==> config.mk <==
export PLATFORM = sky130hd
export DESIGN_NAME = fuzzy_sched
export DESIGN_NICKNAME = d
export VERILOG_FILES = /design/src/rtl/fuzzy_pkg.sv /design/src/rtl/rr_arbiter.sv /design/src/rtl/fuzzy_sched.sv
export SDC_FILE = /design/constraint.sdc
export NUM_CORES = 1
export LEC_CHECK = 0
export BUFFER_PORTS_ARGS = -buffer_cell sky130_fd_sc_hd__buf_2
export CORE_AREA = 2 2 103 105
export CTS_CLUSTER_SIZE = 16
export DETAILED_ROUTE_END_ITERATION = 8
export DIE_AREA = 0 0 105 107
export GPL_ROUTABILITY_DRIVEN = 0
export PLACE_DENSITY = 0.67
export RECOVER_POWER = 25
export SETUP_SLACK_MARGIN = 0.3
export SYNTH_ARGS = -nofsm -noshare
export SYNTH_HDL_FRONTEND = slang
export SYNTH_HIERARCHICAL = 1
export SYNTH_SLANG_ARGS = --single-unit
==> constraint.sdc <==
create_clock -name clk -period 2.5 [get_ports clk]
set_clock_uncertainty 0.2 [all_clocks]
set_input_delay 0.5 -clock clk [delete_from_list [all_inputs] [get_ports clk]]
set_output_delay 0.5 -clock clk [all_outputs]
set_load 0.1 [all_outputs]
==> src/rtl/fuzzy_pkg.sv <==
// Shared types and constants for the fuzzy coprocessor scheduler.
package fuzzy_pkg;

  localparam int unsigned G_W  = 8;
  localparam int unsigned CH_W = 3;
  localparam logic [G_W-1:0] G_MAX = 8'd100;

  typedef enum logic [1:0] {
    S_IDLE,
    S_ISSUE,
    S_WAIT
  } sched_state_e;

endpackage

==> src/rtl/rr_arbiter.sv <==
// Combinational round-robin arbiter: first pending channel at or after rr_ptr, wrapping.
module rr_arbiter
  import fuzzy_pkg::*;
#(
  parameter int unsigned N = 4
) (
  input  logic [N-1:0]    pending_i,
  input  logic [CH_W-1:0] rr_ptr_i,
  output logic            gnt_valid_o,
  output logic [CH_W-1:0] gnt_idx_o
);

  localparam int unsigned PadW = 1 << CH_W;

  // Zero-padded so a full CH_W-bit index is always in range.
  logic [PadW-1:0] pend_pad;
  logic [CH_W-1:0] idx;

  assign pend_pad = PadW'(pending_i);

  // Scan N positions starting at the pointer; the first hit wins.
  always_comb begin
    gnt_valid_o = 1'b0;
    gnt_idx_o   = '0;
    idx         = '0;
    for (int unsigned k = 0; k < N; k++) begin
      idx = CH_W'((32'(rr_ptr_i) + k) % N);
      if (!gnt_valid_o && pend_pad[idx]) begin
        gnt_valid_o = 1'b1;
        gnt_idx_o   = idx;
      end
    end
  end

endmodule

==> src/rtl/fuzzy_sched.sv <==
// Time-shares one fuzzy core between N_CH channels: RR grant, issue, wait, capture or abort.
module fuzzy_sched
  import fuzzy_pkg::*;
#(
  parameter int unsigned N_CH    = 4,
  parameter int unsigned TIMEOUT = 15
) (
  input  logic                clk,
  input  logic                rst_n,
  input  logic [N_CH-1:0]     req,
  input  logic [N_CH*8-1:0]   T_ch,
  input  logic [N_CH*8-1:0]   dT_ch,
  output logic                core_start,
  output logic [7:0]          core_T,
  output logic [7:0]          core_dT,
  input  logic                core_valid,
  input  logic [G_W-1:0]      core_G,
  output logic [N_CH-1:0]     pending,
  output logic                busy,
  output logic                res_valid,
  output logic [CH_W-1:0]     res_ch,
  output logic [G_W-1:0]      res_G,
  output logic [N_CH*G_W-1:0] last_G,
  output logic                err,
  output logic [CH_W-1:0]     err_ch
);

  sched_state_e          state_q;
  logic [N_CH-1:0]       pending_q, pending_d, clr;
  logic [CH_W-1:0]       rr_ptr_q, rr_next;
  logic [CH_W-1:0]       cur_q;
  logic [7:0]            timer_q;
  logic                  core_start_q;
  logic [7:0]            core_t_q, core_dt_q;
  logic                  res_valid_q, err_q;
  logic [CH_W-1:0]       res_ch_q, err_ch_q;
  logic [G_W-1:0]        res_g_q;
  logic [N_CH*G_W-1:0]   last_g_q;
  logic                  gnt_valid;
  logic [CH_W-1:0]       gnt_idx;
  logic                  grant;

  rr_arbiter #(
    .N (N_CH)
  ) u_arb (
    .pending_i   (pending_q),
    .rr_ptr_i    (rr_ptr_q),
    .gnt_valid_o (gnt_valid),
    .gnt_idx_o   (gnt_idx)
  );

  // Pending bits: a new request wins over the grant clear on the same edge.
  always_comb begin
    grant     = (state_q == S_IDLE) && gnt_valid;
    clr       = grant ? ({{(N_CH-1){1'b0}}, 1'b1} << gnt_idx) : '0;
    pending_d = (pending_q & ~clr) | req;
    rr_next   = (gnt_idx == CH_W'(N_CH - 1)) ? '0 : gnt_idx + CH_W'(1);
  end

  // Pending request register.
  always_ff @(posedge clk or negedge rst_n) begin
    if (!rst_n) pending_q <= '0;
    else        pending_q <= pending_d;
  end

  // Scheduler FSM with registered core interface, result and error outputs.
  always_ff @(posedge clk or negedge rst_n) begin
    if (!rst_n) begin
      state_q      <= S_IDLE;
      rr_ptr_q     <= '0;
      cur_q        <= '0;
      timer_q      <= '0;
      core_start_q <= 1'b0;
      core_t_q     <= '0;
      core_dt_q    <= '0;
      res_valid_q  <= 1'b0;
      res_ch_q     <= '0;
      res_g_q      <= '0;
      last_g_q     <= '0;
      err_q        <= 1'b0;
      err_ch_q     <= '0;
    end else begin
      res_valid_q  <= 1'b0;
      err_q        <= 1'b0;
      core_start_q <= 1'b0;
      unique case (state_q)
        S_IDLE: begin
          // core_valid is deliberately ignored here
          if (gnt_valid) begin
            state_q      <= S_ISSUE;
            cur_q        <= gnt_idx;
            rr_ptr_q     <= rr_next;
            core_t_q     <= T_ch[{gnt_idx, 3'b000} +: 8];
            core_dt_q    <= dT_ch[{gnt_idx, 3'b000} +: 8];
            core_start_q <= 1'b1;
          end
        end
        S_ISSUE: begin
          state_q <= S_WAIT;
          timer_q <= 8'd1;
        end
        S_WAIT: begin
          if (core_valid) begin
            state_q                        <= S_IDLE;
            res_valid_q                    <= 1'b1;
            res_ch_q                       <= cur_q;
            res_g_q                        <= core_G;
            last_g_q[{cur_q, 3'b000} +: G_W] <= core_G;
          end else if (timer_q == 8'(TIMEOUT)) begin
            state_q  <= S_IDLE;
            err_q    <= 1'b1;
            err_ch_q <= cur_q;
          end else begin
            timer_q <= timer_q + 8'd1;
          end
        end
        default: state_q <= S_IDLE;
      endcase
    end
  end

  assign core_start = core_start_q;
  assign core_T     = core_t_q;
  assign core_dT    = core_dt_q;
  assign pending    = pending_q;
  assign busy       = (state_q != S_IDLE);
  assign res_valid  = res_valid_q;
  assign res_ch     = res_ch_q;
  assign res_G      = res_g_q;
  assign last_G     = last_g_q;
  assign err        = err_q;
  assign err_ch     = err_ch_q;

endmodule

Word level (Yosys, flattened, before mapping)
Index checks and enable logic that the tools add are counted.
W data, S select, Z words.
- flip-flop bits (word level): 84
- input bits: 79
- output and inout port bits: 70
- logic and storage cells: 89
- add/subtract/negate cells: 6
- order comparisons: 4
- equal/unequal tests: 8
- shift operators: 5
- muxes and demuxes: 33
- bitwise operators: 4
- reduce and logical (&&, ||, !) cells: 15
- operators with widths (kind ; count):
    $shiftx A32 B7 Y8 ; 2
    $bwmux W32 ; 1
    $shift A8 B8 Y32 const A ; 1
    $shiftx A8 B8 Y32 ; 1
    $lt A2 B4 Y1 const B ; 4
    $mux W2 ; 8
    $mux W8 ; 2
    $pmux W8 S2 ; 1
    $mux W1 ; 15
    $add A8 B1 Y8 const B ; 1
    $bmux W1 S2 ; 4
    $eq A8 B4 Y1 const B ; 1
    $neg A6 Y8 ; 1
    $ne A2 B2 Y1 const B ; 3
    $pmux W2 S3 ; 1
    $reduce_and A2 Y1 ; 3
    $reduce_and A3 Y1 ; 2
    $add A2 B1 Y2 const B ; 2
    $add A2 B2 Y2 const B ; 2
    $and A4 B4 Y4 ; 1
    $logic_and A1 B1 Y1 ; 4
    $mux W4 ; 1
    $not A4 Y4 ; 1
    $or A4 B4 Y4 ; 1
    9 further kinds ; 12

Logic depth before layout (Yosys ltp)
Gate-level depths: netlist (run 1).
- depth in word-level cells: 17
- mapped depth: 9

Cells and area by module
Netlist (run 1), hierarchy kept.
- by module, submodules not included (module ; times used ; cells each ; area an instance (um2) ; sequential area each (um2)):
    fuzzy_sched ; 1 ; 272 ; 3839.9 ; 2127.0
    rr_arbiter ; 1 ; 17 ; 88.8 ; 0.0

Least setup slack after synthesis (run 1)
No wires, ideal clock.
- path type: register to register
- from: register pending_q[1] (netlist: pending[1])
- to: register core_t_q[0] (netlist: core_T[0])
- arrival: 2964 ps
- required time: 2178 ps
- path slack: -786 ps
- stages on the path, launching flop included: 8
- path buffers: 2
- cells stage by stage: dfrtp_1 inv_1 a221o_1 a21oi_1 buf_2 buf_2 mux4_2 a22o_1
- cells in the longest elaborated chain, start to end: 13
- ends and longest elaborated chain (element ; RTL line ; text):
    start: declaration ; fuzzy_sched.sv:29 ; logic [N_CH-1:0] pending_q, pending_d, clr;
    start signal: assignment ; fuzzy_sched.sv:63 ; else pending_q <= pending_d;
    $bmux W1 S2 ; rr_arbiter.sv:28 ; if (!gnt_valid_o && pend_pad[idx]) begin
    $mux W1 (not written as such) ; rr_arbiter.sv:28 ;
    $mux W1 ; rr_arbiter.sv:28 ;
    $logic_not A1 Y1 ; rr_arbiter.sv:28 ;
    $logic_and A1 B1 Y1 ; rr_arbiter.sv:28 ;
    $mux W1 ; rr_arbiter.sv:28 ;
    $logic_not A1 Y1 ; rr_arbiter.sv:28 ;
    $logic_and A1 B1 Y1 ; rr_arbiter.sv:28 ;
    $mux W1 ; rr_arbiter.sv:28 ;
    $logic_not A1 Y1 ; rr_arbiter.sv:28 ;
    $logic_and A1 B1 Y1 ; rr_arbiter.sv:28 ;
    $mux W2 * ; rr_arbiter.sv:28 ;
    via gnt_idx[0] ; fuzzy_sched.sv:40 ; logic [CH_W-1:0] gnt_idx;
    $shiftx A32 B7 Y8 * ; fuzzy_sched.sv:93 ; core_t_q <= T_ch[{gnt_idx, 3'b000} +: 8];
    end signal: assignment ; fuzzy_sched.sv:93 ;
    end: declaration ; fuzzy_sched.sv:34 ; logic [7:0] core_t_q, core_dt_q;
The timed path passes the listed nets; every way through them passes the cells marked *. The select of a mux whose other input is x is not followed.
A chain may end at the register's enable or synchronous reset.

Worst setup path after layout (run 1)
- from: register cur_q[0]
- to: register last_g_q[7] (netlist: last_G[7])
- cells in the longest elaborated chain, start to end: 3
- ends and longest elaborated chain (element ; RTL line ; text):
    start: declaration ; fuzzy_sched.sv:31 ; logic [CH_W-1:0] cur_q;
    start signal: assignment ; fuzzy_sched.sv:91 ; cur_q <= gnt_idx;
    $neg A6 Y8 * ; fuzzy_sched.sv:108 ; last_g_q[{cur_q, 3'b000} +: G_W] <= core_G;
    $shiftx A8 B8 Y32 / $shift A8 B8 Y32 (equally long branches) ; fuzzy_sched.sv:108 ;
    $bwmux W32 * ; fuzzy_sched.sv:108 ;
    end signal: indexed assignment ; fuzzy_sched.sv:108 ;
    end: declaration ; fuzzy_sched.sv:38 ; logic [N_CH*G_W-1:0] last_g_q;
Every way passes the cells marked *; elsewhere a longest branch is shown, timed or not.

==> flow_metrics.env, run 1 <==
export IMPL_grt_ovfl_total=0
export IMPL_syn_avg_cell_area_sq_um=13.7
export IMPL_cts_root_buf="clkbuf_8"
export IMPL_period_share_pct=97.9
export IMPL_final_core_util_pct=52.3
export IMPL_finalHoldViolations=0
export IMPL_clock_sinks=84
export IMPL_crit_chain="inv_2 -> ha_4 -> ha_4 -> or4b_1 -> or4_1 -> buf_6 -> mux2_4"
export IMPL_worstPathArrival_ns=2.51
export IMPL_clockBufferDepth=2
export IMPL_finalSetupViolations=0
export IMPL_grt_util_met2_pct=27.9
export IMPL_syn_area_sq_um=3890
export IMPL_cp_data_required_time_ns=2.56
export IMPL_use_met3_pct=4.26
export IMPL_numCtsBuffers=9
export IMPL_io_buffers=148
export IMPL_crit_fanout=8
export IMPL_status="finished, final reports clean"
export IMPL_drive_gt1_share_pct=58.8
export IMPL_chipHeight_um=107
export IMPL_ys_warn_count=6
export IMPL_postRouteAntennaNets=0
export IMPL_via_per_inst=5.16
export IMPL_rows=37
export IMPL_syn_to_final_growth_pct=35.7
export IMPL_grtUsageTotal_pct=16.9
export IMPL_fmax_ghz=0.408
export IMPL_grtUsageMet1_pct=21.4
export IMPL_grt_max_degree=53
export IMPL_cts_tree="built"
export IMPL_drv_cap=0
export IMPL_min_period_ns=2.45
export IMPL_tightest_slew_ns=0.854
export IMPL_grt_pass1_wl_mm=14.8
export IMPL_cp_common_cell="ha_4"
export IMPL_slew_headroom_pct=43.1
export IMPL_pin_count=149
export IMPL_nets=535
export IMPL_antenna_found_initial=0
export IMPL_initial_core_util_pct=38.6
export IMPL_core_sq_um=10100
export IMPL_hold_class="in -> reg"
export IMPL_dr_pass1_iters=4
export IMPL_dr_total_vias=3047
export IMPL_wl_per_cell_um=16.1
export IMPL_cpLargestDelayFamily="simple AND/OR/NAND/NOR gates"
export IMPL_slowest_delay_ns=0.45
export IMPL_slowest_stage="or4b_1"
export IMPL_grt_pass1_vias=3069
export IMPL_rsz0062_at_grt="true"
export IMPL_cts_htree_levels=3
export IMPL_clk_pin_slew_ns=0.09
export IMPL_critPathLaunchType="flop"
export IMPL_dp_final_hpwl_mm=6.93
export IMPL_final_max_slew_viol_count=0
export IMPL_syn_inst=285
export IMPL_cp_num_buf_inv=2
export IMPL_drc=0
export IMPL_synth_nets=371
export IMPL_crit_type="reg -> reg"
export IMPL_fin_hold_ws_ns=0.101
export IMPL_die_w_um=105
export IMPL_end_kind="flop"
export IMPL_antenna_cells=0
export IMPL_clock_latency_ns=0.37
export IMPL_dieArea_sq_um=11200
export IMPL_grt_busiest_layer="met2"
export IMPL_first_iter_violations=88
export IMPL_wl_mm=9.50
metal layers:
metal  vias up  routed length (um)
met3        14                 662
met5         -                   0
met2       134                4610
met4         0                 147
li1       1385                   -
met1      1514                4080
worst paths after layout:
path                                            from                     end  slack, ns  depth (start not counted)
worst max-delay path            cur_q[0]$_DFFE_PN0P_   last_G[7]$_DFFE_PN0P_       0.05                          7
worst min-delay path                          req[3]    pending[3]$_DFF_PN0_       0.10                          2
max in group asynchronous                      rst_n  last_G[27]$_DFFE_PN0P_       0.75                          3
min in group asynchronous                      rst_n    pending[3]$_DFF_PN0_       0.59                          2
worst max register to register  cur_q[0]$_DFFE_PN0P_   last_G[7]$_DFFE_PN0P_       0.05                          7
worst min register to register  res_G[7]$_DFFE_PN0P_    res_G[7]$_DFFE_PN0P_       0.30                          1
stage by stage:
| step | worst slack, ns | cell area [sq um] | instances | TNS, ns |
|---|---|---|---|---|
| 2_1_floorplan | -0.0139 | 4010 | 285 | -0.125 |
| 3_3_place_gp | 0.0580 | 4960 | 566 | 0 |
| 3_5_place_dp | 0.0279 | 4960 | 566 | 0 |
| 4_1_cts | 0.0429 | 5190 | 586 | 0 |
| 5_1_grt | -0.0165 | 5280 | 590 | -0.0398 |
| 6_report | 0.0519 | 5280 | 590 | 0 |
state kept, by name, indices dropped and copies added (netlist names):
name / count
last_G: 32
core_T: 8
core_dT: 8
res_G: 8
timer_q: 8
pending: 4
cur_q: 3
err_ch: 3
res_ch: 3
rr_ptr_q: 2
state_q: 2
core_start: 1
err: 1
res_valid: 1
layout make-up:
cell class                 count  area (sq um)
fill                         918          4810
sequential                    84          2120
multi-input combinational    168          1750
timing repair buffer         169           987
tap                          136           170
clock buffer                   9           124
inverter                      17          71.3
clock inverter                 7          66.3
repair_timing:
item	CTS	global route
cloned	0	2
hold buffers	1	0
endpoints found under the hold margin	32	0
pin swaps	1	5
endpoints found under the setup margin	33	36
buffers inserted	3	2
gates resized for setup	3	10
layout by cell type, fill, tap and decap left out, types with 3 or more instances in the layout:
| cell type | count |
|---|---|
| nand3_1 | 5 |
| inv_1 | 11 |
| a21o_1 | 5 |
| mux2i_1 | 4 |
| dfrtp_4 | 4 |
| inv_2 | 5 |
| nand2_1 | 18 |
| nand2b_1 | 4 |
| inv_8 | 4 |
| mux2_4 | 9 |
| mux2_2 | 36 |
| buf_4 | 12 |
| buf_2 | 146 |
| clkbuf_8 | 9 |
| o21ai_0 | 8 |
| dfrtp_1 | 80 |
| mux4_2 | 16 |
| a22o_1 | 16 |
| buf_12 | 3 |
| ha_4 | 4 |
Power of run 1 is left out: the tool's default activity adds up to more than one toggle a clock period on the data nets, which glitch-free logic cannot reach.
==> run 2, diff against run 1 <==
--- a/config.mk
+++ b/config.mk
@@ -6,15 +6,13 @@
 export NUM_CORES = 1
 export LEC_CHECK = 0
 export BUFFER_PORTS_ARGS = -buffer_cell sky130_fd_sc_hd__buf_2
-export CORE_AREA = 2 2 103 105
+export CORE_AREA = 2 2 104 106
 export CTS_CLUSTER_SIZE = 16
 export DETAILED_ROUTE_END_ITERATION = 8
-export DIE_AREA = 0 0 105 107
+export DIE_AREA = 0 0 106 108
 export GPL_ROUTABILITY_DRIVEN = 0
-export PLACE_DENSITY = 0.67
-export RECOVER_POWER = 25
+export PLACE_DENSITY = 0.68
 export SETUP_SLACK_MARGIN = 0.3
 export SYNTH_ARGS = -nofsm -noshare
 export SYNTH_HDL_FRONTEND = slang
-export SYNTH_HIERARCHICAL = 1
 export SYNTH_SLANG_ARGS = --single-unit
==> run 2 against run 1 <==
Effect of this change:
- maximum frequency grew 14%
- global-route usage grew 2.4 points
- largest cell class unchanged
- first-iteration DRC count grew 110%
- critical path type unchanged
- non-clock buffer count shrank 3
- flip-flop and latch count shrank 3
- area after synthesis grew 4.6%
- worst setup slack gained 0.31 ns
- via count grew 20%
- worst hold slack gained 0.036 ns
- critical path depth shrank 1
- core utilization shrank 0.44 points
- final area grew 0.52%
- highest routed layer unchanged
==> flow_metrics.env, run 2 <==
export IMPL_muxShareOfSynthArea_pct=7.13
export IMPL_crit_type="reg -> reg"
export IMPL_drv_cap=0
export IMPL_clock_sinks=81
export IMPL_io_buffers=146
export IMPL_synth_top_area_share_pct=49.8
export IMPL_cts_htree_levels=3
export IMPL_wl_mm=10.8
export IMPL_dr_total_vias=3670
export IMPL_numCtsBuffers=9
export IMPL_via_per_inst=5.17
export IMPL_synthSimpleGateAreaFrac_pct=18.1
export IMPL_totalNegativeSetupSlack_ns=0
export IMPL_core_sq_um=10200
export IMPL_grtUsageTotal_pct=19.2
export IMPL_clockBufferDepth=2
export IMPL_status="finished, final reports clean"
export IMPL_syn_inst=417
export IMPL_pin_count=149
export IMPL_hold_class="in -> reg"
export IMPL_synth_compound_area_share_pct=18.1
export IMPL_crit_chain="nand2_4 -> nor2_4 -> nor3_4 -> buf_6 -> mux2_4 -> a221o_1"
export IMPL_rows=37
export IMPL_slowest_delay_ns=0.54
export IMPL_syn_to_final_growth_pct=30.4
export IMPL_dr_pass1_iters=5
export IMPL_synth_main_ff_cell="dfrtp_1"
export IMPL_worstPathArrival_ns=2.18
export IMPL_postRouteAntennaNets=0
export IMPL_clk_pin_slew_ns=0.09
export IMPL_cts_tree="built"
export IMPL_chipHeight_um=108
export IMPL_cpLargestDelayFamily="flip-flops"
export IMPL_synth_common_cells="nand2_1, dfrtp_1, o21ai_0, a21oi_1, o21ai_1"
export IMPL_nets=655
export IMPL_rsz0062_at_grt="true"
export IMPL_cp_data_required_time_ns=2.54
export IMPL_grt_max_degree=46
export IMPL_syn_area_sq_um=4070
export IMPL_period_share_pct=85.6
export IMPL_wl_per_cell_um=15.2
export IMPL_dieArea_sq_um=11400
export IMPL_largest_reg_flops=32
export IMPL_final_max_slew_viol_count=0
export IMPL_drive_gt1_share_pct=38.9
export IMPL_antenna_found_initial=0
export IMPL_async_flop_share_pct=100
export IMPL_dp_final_hpwl_mm=8.01
export IMPL_final_common_cell="buf_2"
export IMPL_ys_types=48
export IMPL_slew_headroom_pct=60.7
export IMPL_synth_area_leaders="dfrtp_1, nand2_1, mux2_4"
export IMPL_stdcell_count=710
export IMPL_min_period_ns=2.14
export IMPL_dp_cells=685
export IMPL_synthAdderAreaFrac_pct=2.15
export IMPL_synth_xor_area_share_pct=0
export IMPL_crit_fanout=17
export IMPL_finalHoldViolations=0
export IMPL_postPlaceCellArea_sq_um=4980
export IMPL_antenna_cells=0
export IMPL_cp_num_buf_inv=1
export IMPL_fin_hold_ws_ns=0.137
export IMPL_final_cell_mix="buf_2, nand2_1, dfrtp_1"
export IMPL_critPathLaunchType="flop"
export IMPL_syn_avg_cell_area_sq_um=9.76
export IMPL_ys_warn_count=0
export IMPL_finalSetupViolations=0
export IMPL_die_w_um=106
export IMPL_initial_core_util_pct=39.8
export IMPL_yosysMostFrequentCell="nand2_1"
export IMPL_grt_ovfl_total=0
export IMPL_final_area_sq_um=5310
export IMPL_synth_top_family_by_area="compound AO/OA/AOI/OAI gates"
export IMPL_drc=0
export IMPL_synth_edf_count=0
export IMPL_clock_latency_ns=0.35
export IMPL_yosys_area_top_type="dfrtp_1"
export IMPL_cts_root_buf="clkbuf_8"
export IMPL_grt_pass1_wl_mm=17.5
export IMPL_end_kind="flop"
export IMPL_synth_seq_area_share_pct=49.8
export IMPL_tightest_slew_ns=0.589
export IMPL_slowest_stage="dfrtp_4"
export IMPL_first_iter_violations=185
export IMPL_grt_pass1_vias=3606
export IMPL_synth_seq_cells=81
export IMPL_fmax_ghz=0.467
run 2: cell families (layout without fill, tap and decap cells):
family                   after synthesis  count (layout)
AO/OA/AOI/OAI                        110             110
adder cells (fa/ha/maj)                7               7
buffers and inverters                 40             196
flip-flops                            81              81
multiplexers                          21              21
other                                  1               2
AND/OR/NAND/NOR                      157             157
run 2: area by class of cell:
| type | instances | area, sq um |
|---|---|---|
| clock buffer | 9 | 124 |
| clock inverter | 7 | 103 |
| fill | 981 | 4920 |
| inverter | 14 | 52.6 |
| multi-input combinational | 297 | 1910 |
| sequential | 81 | 2040 |
| tap | 136 | 170 |
| timing repair buffer | 166 | 908 |
run 2: timing repair:
item | in CTS | in global routing
endpoints found under the setup margin | 19 | 19
hold buffers | 1 | 0
endpoints found under the hold margin | 44 | 0
setup buffers | 7 | 1
gates cloned | 0 | 0
pin swaps | 3 | 1
gates resized for setup | 4 | 7
run 2: layer usage:
metal | up-vias | GRT usage [%] | routed length [um]
met5 | - | 0 | 0
met4 | 0 | 7.33 | 272
met3 | 28 | 3.80 | 684
met2 | 147 | 31.6 | 5150
met1 | 1714 | 25.4 | 4710
li1 | 1781 | - | -
run 2: worst paths after layout:
kind | slack, ns | endpoint | start | cells past startpoint
setup / recovery | 0.36 | core_T[0]$_DFFE_PN0P_ | pending[0]$_DFF_PN0_ | 6
hold / removal | 0.14 | pending[0]$_DFF_PN0_ | req[0] | 2
setup reg to reg | 0.36 | core_T[0]$_DFFE_PN0P_ | pending[0]$_DFF_PN0_ | 6
hold reg to reg | 0.28 | last_G[19]$_DFFE_PN0P_ | last_G[19]$_DFFE_PN0P_ | 2
max in group asynchronous | 0.98 | last_G[9]$_DFFE_PN0P_ | rst_n | 3
min in group asynchronous | 0.53 | core_T[4]$_DFFE_PN0P_ | rst_n | 2
run 2: stage by stage:
step | setup WS (ns) | utilization [%]
after detailed placement | 0.137 | 48.7
final | 0.359 | 51.9
after floorplan | 0.300 | -
after global routing | 0.278 | 51.9
after CTS | 0.306 | 51.6
after global placement | 0.229 | 48.7
run 2: worst register-to-register path: cells and delay by family, from the launching register on:
| family | cells | cell delay, ns |
|---|---|---|
| flip-flops | 1 | 0.54 |
| AND/OR/NAND/NOR | 3 | 0.48 |
| multiplexers | 1 | 0.31 |
| AO/OA/AOI/OAI | 1 | 0.30 |
| buffers and inverters | 1 | 0.20 |
Power of run 2 is left out for the same reason.
